$ cat src/rtl/reset_sequencer.sv
// reset_sequencer: filters PLL lock, holds all resets, then releases NUM_CH channels in staged order
// Define RSTSEQ_WDOG_EN to add the lock watchdog that pulses o_pll_rst; otherwise o_pll_rst is tied low.
module reset_sequencer #(
   parameter int NUM_CH      = 4,
   parameter int LOCK_FILTER = 16,
   parameter int HOLD_CYCLES = 100000,
   parameter int STAGE_GAP   = 16,
   parameter int SOFT_HOLD   = 64,
   parameter int WDOG_CYCLES = 1000000,
   parameter int PLL_RST_LEN = 8
) (
   input  logic              i_clkin,
   input  logic              i_reset,
   input  logic              i_locked,
   input  logic              i_soft_req,
   output logic [NUM_CH-1:0] o_rst_out,
   output logic              o_rst_done,
   output logic              o_seq_busy,
   output logic [7:0]        o_lock_loss_cnt,
   output logic              o_pll_rst
);
   localparam int M1   = LOCK_FILTER > HOLD_CYCLES ? LOCK_FILTER : HOLD_CYCLES;
   localparam int M2   = STAGE_GAP > SOFT_HOLD ? STAGE_GAP : SOFT_HOLD;
   localparam int MAXC = M1 > M2 ? M1 : M2;
   localparam int CW   = MAXC > 1 ? $clog2(MAXC) : 1;
   localparam int IW   = $clog2(NUM_CH) + 1;
   localparam logic [2:0] WAIT_LOCK = 3'd0;
   localparam logic [2:0] FILTER    = 3'd1;
   localparam logic [2:0] HOLD      = 3'd2;
   localparam logic [2:0] STAGE     = 3'd3;
   localparam logic [2:0] RUN       = 3'd4;
   localparam logic [2:0] SOFT      = 3'd5;
   logic              r_meta, r_lock_s;
   logic [2:0]        r_state;
   logic [CW-1:0]     r_cnt;
   logic [IW-1:0]     r_idx;
   logic [NUM_CH-1:0] r_rst;
   logic [7:0]        r_llc;
   logic [CW-1:0]     w_lim;
   logic [NUM_CH-1:0] w_mask;
   logic              w_last, w_lost;
   assign w_lim  = (r_state == HOLD) ? CW'(HOLD_CYCLES - 1) : CW'(SOFT_HOLD - 1);
   assign w_mask = NUM_CH'(1) << r_idx;
   assign w_last = r_idx == IW'(NUM_CH - 1);
   // A drop during FILTER just restarts filtering; only drops after it count as lock losses.
   assign w_lost = !r_lock_s && (r_state == HOLD || r_state == STAGE || r_state == RUN || r_state == SOFT);
   always_ff @(posedge i_clkin) begin
      if (i_reset) begin
         r_meta   <= 1'b0;
         r_lock_s <= 1'b0;
         r_state  <= WAIT_LOCK;
         r_cnt    <= '0;
         r_idx    <= '0;
         r_rst    <= '1;
         r_llc    <= '0;
      end else begin
         r_meta   <= i_locked;
         r_lock_s <= r_meta;
         if (w_lost) begin
            r_state <= WAIT_LOCK;
            r_rst   <= '1;
            r_cnt   <= '0;
            r_llc   <= (r_llc == 8'hFF) ? r_llc : r_llc + 8'd1;
         end else begin
            case (r_state)
               WAIT_LOCK: begin
                  r_rst <= '1;
                  r_cnt <= '0;
                  if (r_lock_s) r_state <= FILTER;
               end
               FILTER: begin
                  if (!r_lock_s) begin
                     r_state <= WAIT_LOCK;
                     r_cnt   <= '0;
                  end else if (r_cnt == CW'(LOCK_FILTER - 1)) begin
                     r_state <= HOLD;
                     r_cnt   <= '0;
                  end else r_cnt <= r_cnt + CW'(1);
               end
               HOLD, SOFT: begin
                  if (r_cnt == w_lim) begin
                     r_cnt    <= '0;
                     r_idx    <= IW'(1);
                     r_rst[0] <= 1'b0;
                     r_state  <= (NUM_CH == 1) ? RUN : STAGE;
                  end else r_cnt <= r_cnt + CW'(1);
               end
               STAGE: begin
                  if (r_cnt == CW'(STAGE_GAP - 1)) begin
                     r_cnt <= '0;
                     r_rst <= r_rst & ~w_mask;
                     r_idx <= r_idx + IW'(1);
                     if (w_last) r_state <= RUN;
                  end else r_cnt <= r_cnt + CW'(1);
               end
               RUN: begin
                  if (i_soft_req) begin
                     r_state <= SOFT;
                     r_rst   <= '1;
                     r_cnt   <= '0;
                  end
               end
               default: begin
                  r_state <= WAIT_LOCK;
                  r_rst   <= '1;
                  r_cnt   <= '0;
               end
            endcase
         end
      end
   end
   assign o_rst_out       = r_rst;
   assign o_rst_done      = r_state == RUN;
   assign o_seq_busy      = r_state != RUN;
   assign o_lock_loss_cnt = r_llc;
`ifdef RSTSEQ_WDOG_EN
   localparam int WW = WDOG_CYCLES > 1 ? $clog2(WDOG_CYCLES) : 1;
   localparam int PW = PLL_RST_LEN > 1 ? $clog2(PLL_RST_LEN) : 1;
   logic [WW-1:0] r_wdog;
   logic [PW-1:0] r_pcnt;
   logic          r_pll;
   logic          w_fire;
   assign w_fire = r_wdog == WW'(WDOG_CYCLES - 1);
   always_ff @(posedge i_clkin) begin
      if (i_reset || !(r_state == WAIT_LOCK || r_state == FILTER)) begin
         r_wdog <= '0;
         r_pcnt <= '0;
         r_pll  <= 1'b0;
      end else begin
         r_wdog <= w_fire ? '0 : r_wdog + WW'(1);
         if (w_fire) begin
            r_pll  <= 1'b1;
            r_pcnt <= '0;
         end else if (r_pll) begin
            r_pcnt <= r_pcnt + PW'(1);
            if (r_pcnt == PW'(PLL_RST_LEN - 1)) r_pll <= 1'b0;
         end
      end
   end
   assign o_pll_rst = r_pll;
`else
   // Always 0; referencing the watchdog parameters keeps them used when the feature is compiled out.
   assign o_pll_rst = (WDOG_CYCLES < 0) || (PLL_RST_LEN < 0);
`endif
endmodule
$ cat config.mk
export PLATFORM = sky130hd
export DESIGN_NAME = reset_sequencer
export DESIGN_NICKNAME = d
export VERILOG_FILES = /design/src/rtl/reset_sequencer.sv
export SDC_FILE = /design/constraint.sdc
export NUM_CORES = 1
export LEC_CHECK = 0
export ABC_AREA = 1
export CAP_MARGIN = 30
export CORE_MARGIN = 2
export CORE_UTILIZATION = 40
export DETAILED_ROUTE_END_ITERATION = 6
export SLEW_MARGIN = 0
export SYNTH_ARGS = -nofsm -noshare
export SYNTH_HDL_FRONTEND = slang
export SYNTH_SLANG_ARGS = --single-unit
export TNS_END_PERCENT = 50
$ cat constraint.sdc
create_clock -name i_clkin -period 2.81 [get_ports i_clkin]
set_clock_uncertainty 0.15 [all_clocks]
set_input_delay 0.843 -clock i_clkin [delete_from_list [all_inputs] [get_ports i_clkin]]
set_output_delay 0.843 -clock i_clkin [all_outputs]
set_load 0.005 [all_outputs]
==> results.sh <==
export IMPL_status="finished clean"
export IMPL_critPathMaxStageDelay_ns=0.50
export IMPL_ys_types=33
export IMPL_grt_ovfl_total=0
export IMPL_diodes=0
export IMPL_crit_required_ns=1.82
export IMPL_power_per_cell_area_nw_per_um2=587
export IMPL_report_final_slew_viol_count=0
export IMPL_die_height_um=78.6
export IMPL_ys_seq_area_frac=0.332
export IMPL_drc=0
export IMPL_min_period_ns=2.54
export IMPL_synth_area_leader_cell="dfxtp_1"
export IMPL_die_w_um=78.6
export IMPL_total_power_uw=1520
export IMPL_maxCapViolations=0
export IMPL_core_area_um2=5440
export IMPL_clkSinkCount=37
export IMPL_worstHoldPathType="flip-flop to flip-flop"
export IMPL_via_per_inst=4.74
export IMPL_ant_nets=0
export IMPL_ys_seq_elements=37
export IMPL_cts_buffers=5
export IMPL_synth_area_um2=2230
export IMPL_start_util=0.410
export IMPL_cts_max_level=2
export IMPL_crit_family="buffers and inverters"
export IMPL_drtIter0Drc=119
export IMPL_postSynthCellCount=353
export IMPL_yosysWarningCount=0
export IMPL_worst_path_max_delay_cell="clkdlybuf4s50_1"
export IMPL_ir_worst_vdd_v=0.000376
export IMPL_gr_usage_all_layers=0.177
export IMPL_avgSynthCellArea_um2=6.31
export IMPL_clk_pin_slew_worst_paths_ns=0.08
export IMPL_dp_final_hpwl_um=3810
export IMPL_drive_gt1_frac=0.0827
export IMPL_die_area_um2=6180
export IMPL_clockBufferDepth=2
export IMPL_grt_pass1_wl_um=8770
export IMPL_crit_buf_inv=3
export IMPL_ctsHoldBuffers=0
export IMPL_antenna_found_initial=0
export IMPL_area_growth_pct=16.2
export IMPL_critPathLaunchType="flip-flop"
export IMPL_avgRoutedWirePerCell_um=11.0
export IMPL_cts_tree="done"
export IMPL_root_buffer="clkbuf_8"
export IMPL_clk_latency_ns=0.29
export IMPL_grt_max_degree=19
export IMPL_drtPass1Iterations=4
export IMPL_cts_setup_buffers=0
export IMPL_crit_path_end_kind="output pin"
export IMPL_portBuffers=17
export IMPL_max_freq_mhz=394
export IMPL_vias=2120
export IMPL_crit_chain="inv_2, nand2_2, nor2_2, inv_1, clkdlybuf4s50_1"
export IMPL_routed_wl_um=4920
export IMPL_nets=385
export IMPL_post_route_period_util=0.904
export IMPL_grt_setup_unrepaired="no"
export IMPL_yosysTopAreaCellShare=0.332
export IMPL_critical_path_class="flip-flop to output pin"
export IMPL_grt_pass1_vias=1988
export IMPL_crit_arrival_ns=1.55
export IMPL_synth_fp_nets=364
export IMPL_tns_ns=0
export IMPL_final_hold_viol_count=0
export IMPL_cts_resized=0
export IMPL_num_rows=27
export IMPL_synth_area_leaders="dfxtp_1 33%, nand2_1 17%, inv_1 7.7%, nor2_1 7.1%, nand3_1 4.0%"
export IMPL_crit_fanout=5
export IMPL_p_leak_uw=0.00114
export IMPL_ios=19
export IMPL_finalSetupViolations=0
export IMPL_globalplace_congestion=0.860
## routing by layer
layer	global-route usage	up-vias	share of wire
met5	0	-	0
met4	0.0474	0	0.0063
met3	0.0391	2	0.037
met2	0.297	36	0.47
met1	0.228	925	0.49
li1	-	1157	-
## state kept, by name, summed over array words and instances, names as in the netlist
register,flops
r_cnt,17
o_lock_loss_cnt,8
o_rst_out,4
r_idx,3
r_state,3
r_lock_s,1
r_meta,1
## tightest hold or removal path: cells and delay by family, from the launching register on
kind	cells	cell delay, ns
buffers and inverters	1	0.05
flip-flops	1	0.30
AND/OR/NAND/NOR	1	0.03
## Yosys cell counts (all sizes together)
cell type    n
buf          3
and2         1
a21oi       18
o211ai       2
o221ai       1
o21ai       25
dfxtp       37
or2          1
clkinv       1
nor3        10
conb         1
nor3b        1
nand2      107
inv         55
xor2         5
xnor2        2
clkbuf       1
ha           7
nand3       20
nor2        44
a221oi       1
nand4       10
## path summary, 6_finish.rpt
kind / end / depth (start not counted) / startpoint / slack [ns]
worst max-delay path: o_seq_busy / 5 / r_state[1]$_SDFFE_PP0P_ / 0.27
worst max register to register: r_cnt[4]$_SDFFE_PP0N_ / 12 / r_cnt[0]$_SDFFE_PP0N_ / 0.88
worst min-delay path: r_lock_s$_SDFF_PP0_ / 2 / r_meta$_SDFF_PP0_ / 0.27
worst min register to register: r_lock_s$_SDFF_PP0_ / 2 / r_meta$_SDFF_PP0_ / 0.27
## area by class of cell
class	instances	area, um^2
Sequential cell	37	741
Fill cell	561	2850
Clock inverter	2	37.5
Timing Repair Buffer	18	178
Multi-Input combinational cell	256	1250
Clock buffer	6	82.6
Inverter	56	210
Tap cell	72	90.1
## where the power goes
group	internal, uW	switching, uW	leakage [uW]
logic	156	270	0.000783
registers	563	42.4	0.000300
clock network	289	199	0.0000574
## cells by family after synthesis
kind of cell	share of synthesized area
flip-flops	0.332
adder cells (fa/ha/maj)	0.0393
AND/OR/NAND/NOR	0.376
AO/OA/AOI/OAI	0.116
XOR/XNOR	0.0275
buffers and inverters	0.107
other	0.00168
## through the flow
stage	std cells	util	setup WS, ns	instance area (um^2)	hold WS, ns
finish	447	0.476	0.269	2590	0.265
global route	447	0.476	0.155	2590	0.292
CTS	447	0.476	0.258	2590	0.270
detailed placement	439	0.454	0.332	2470	0.257
global placement	439	0.454	0.364	2470	0.258
floorplan	353	-	1.03	2230	0.238
## cell usage in the layout, fill, tap and decap left out, types with 4 or more instances in the layout
cell,instances
a21oi_1,16
clkbuf_8,6
clkdlybuf4s50_1,17
dfxtp_1,37
ha_1,7
inv_1,46
inv_2,9
nand2_1,103
nand2_2,4
nand3_1,18
nand4_1,9
nor2_1,42
nor3_1,10
o21ai_0,17
o21ai_1,7
xor2_1,5
(Power assumes the default switching activity.)
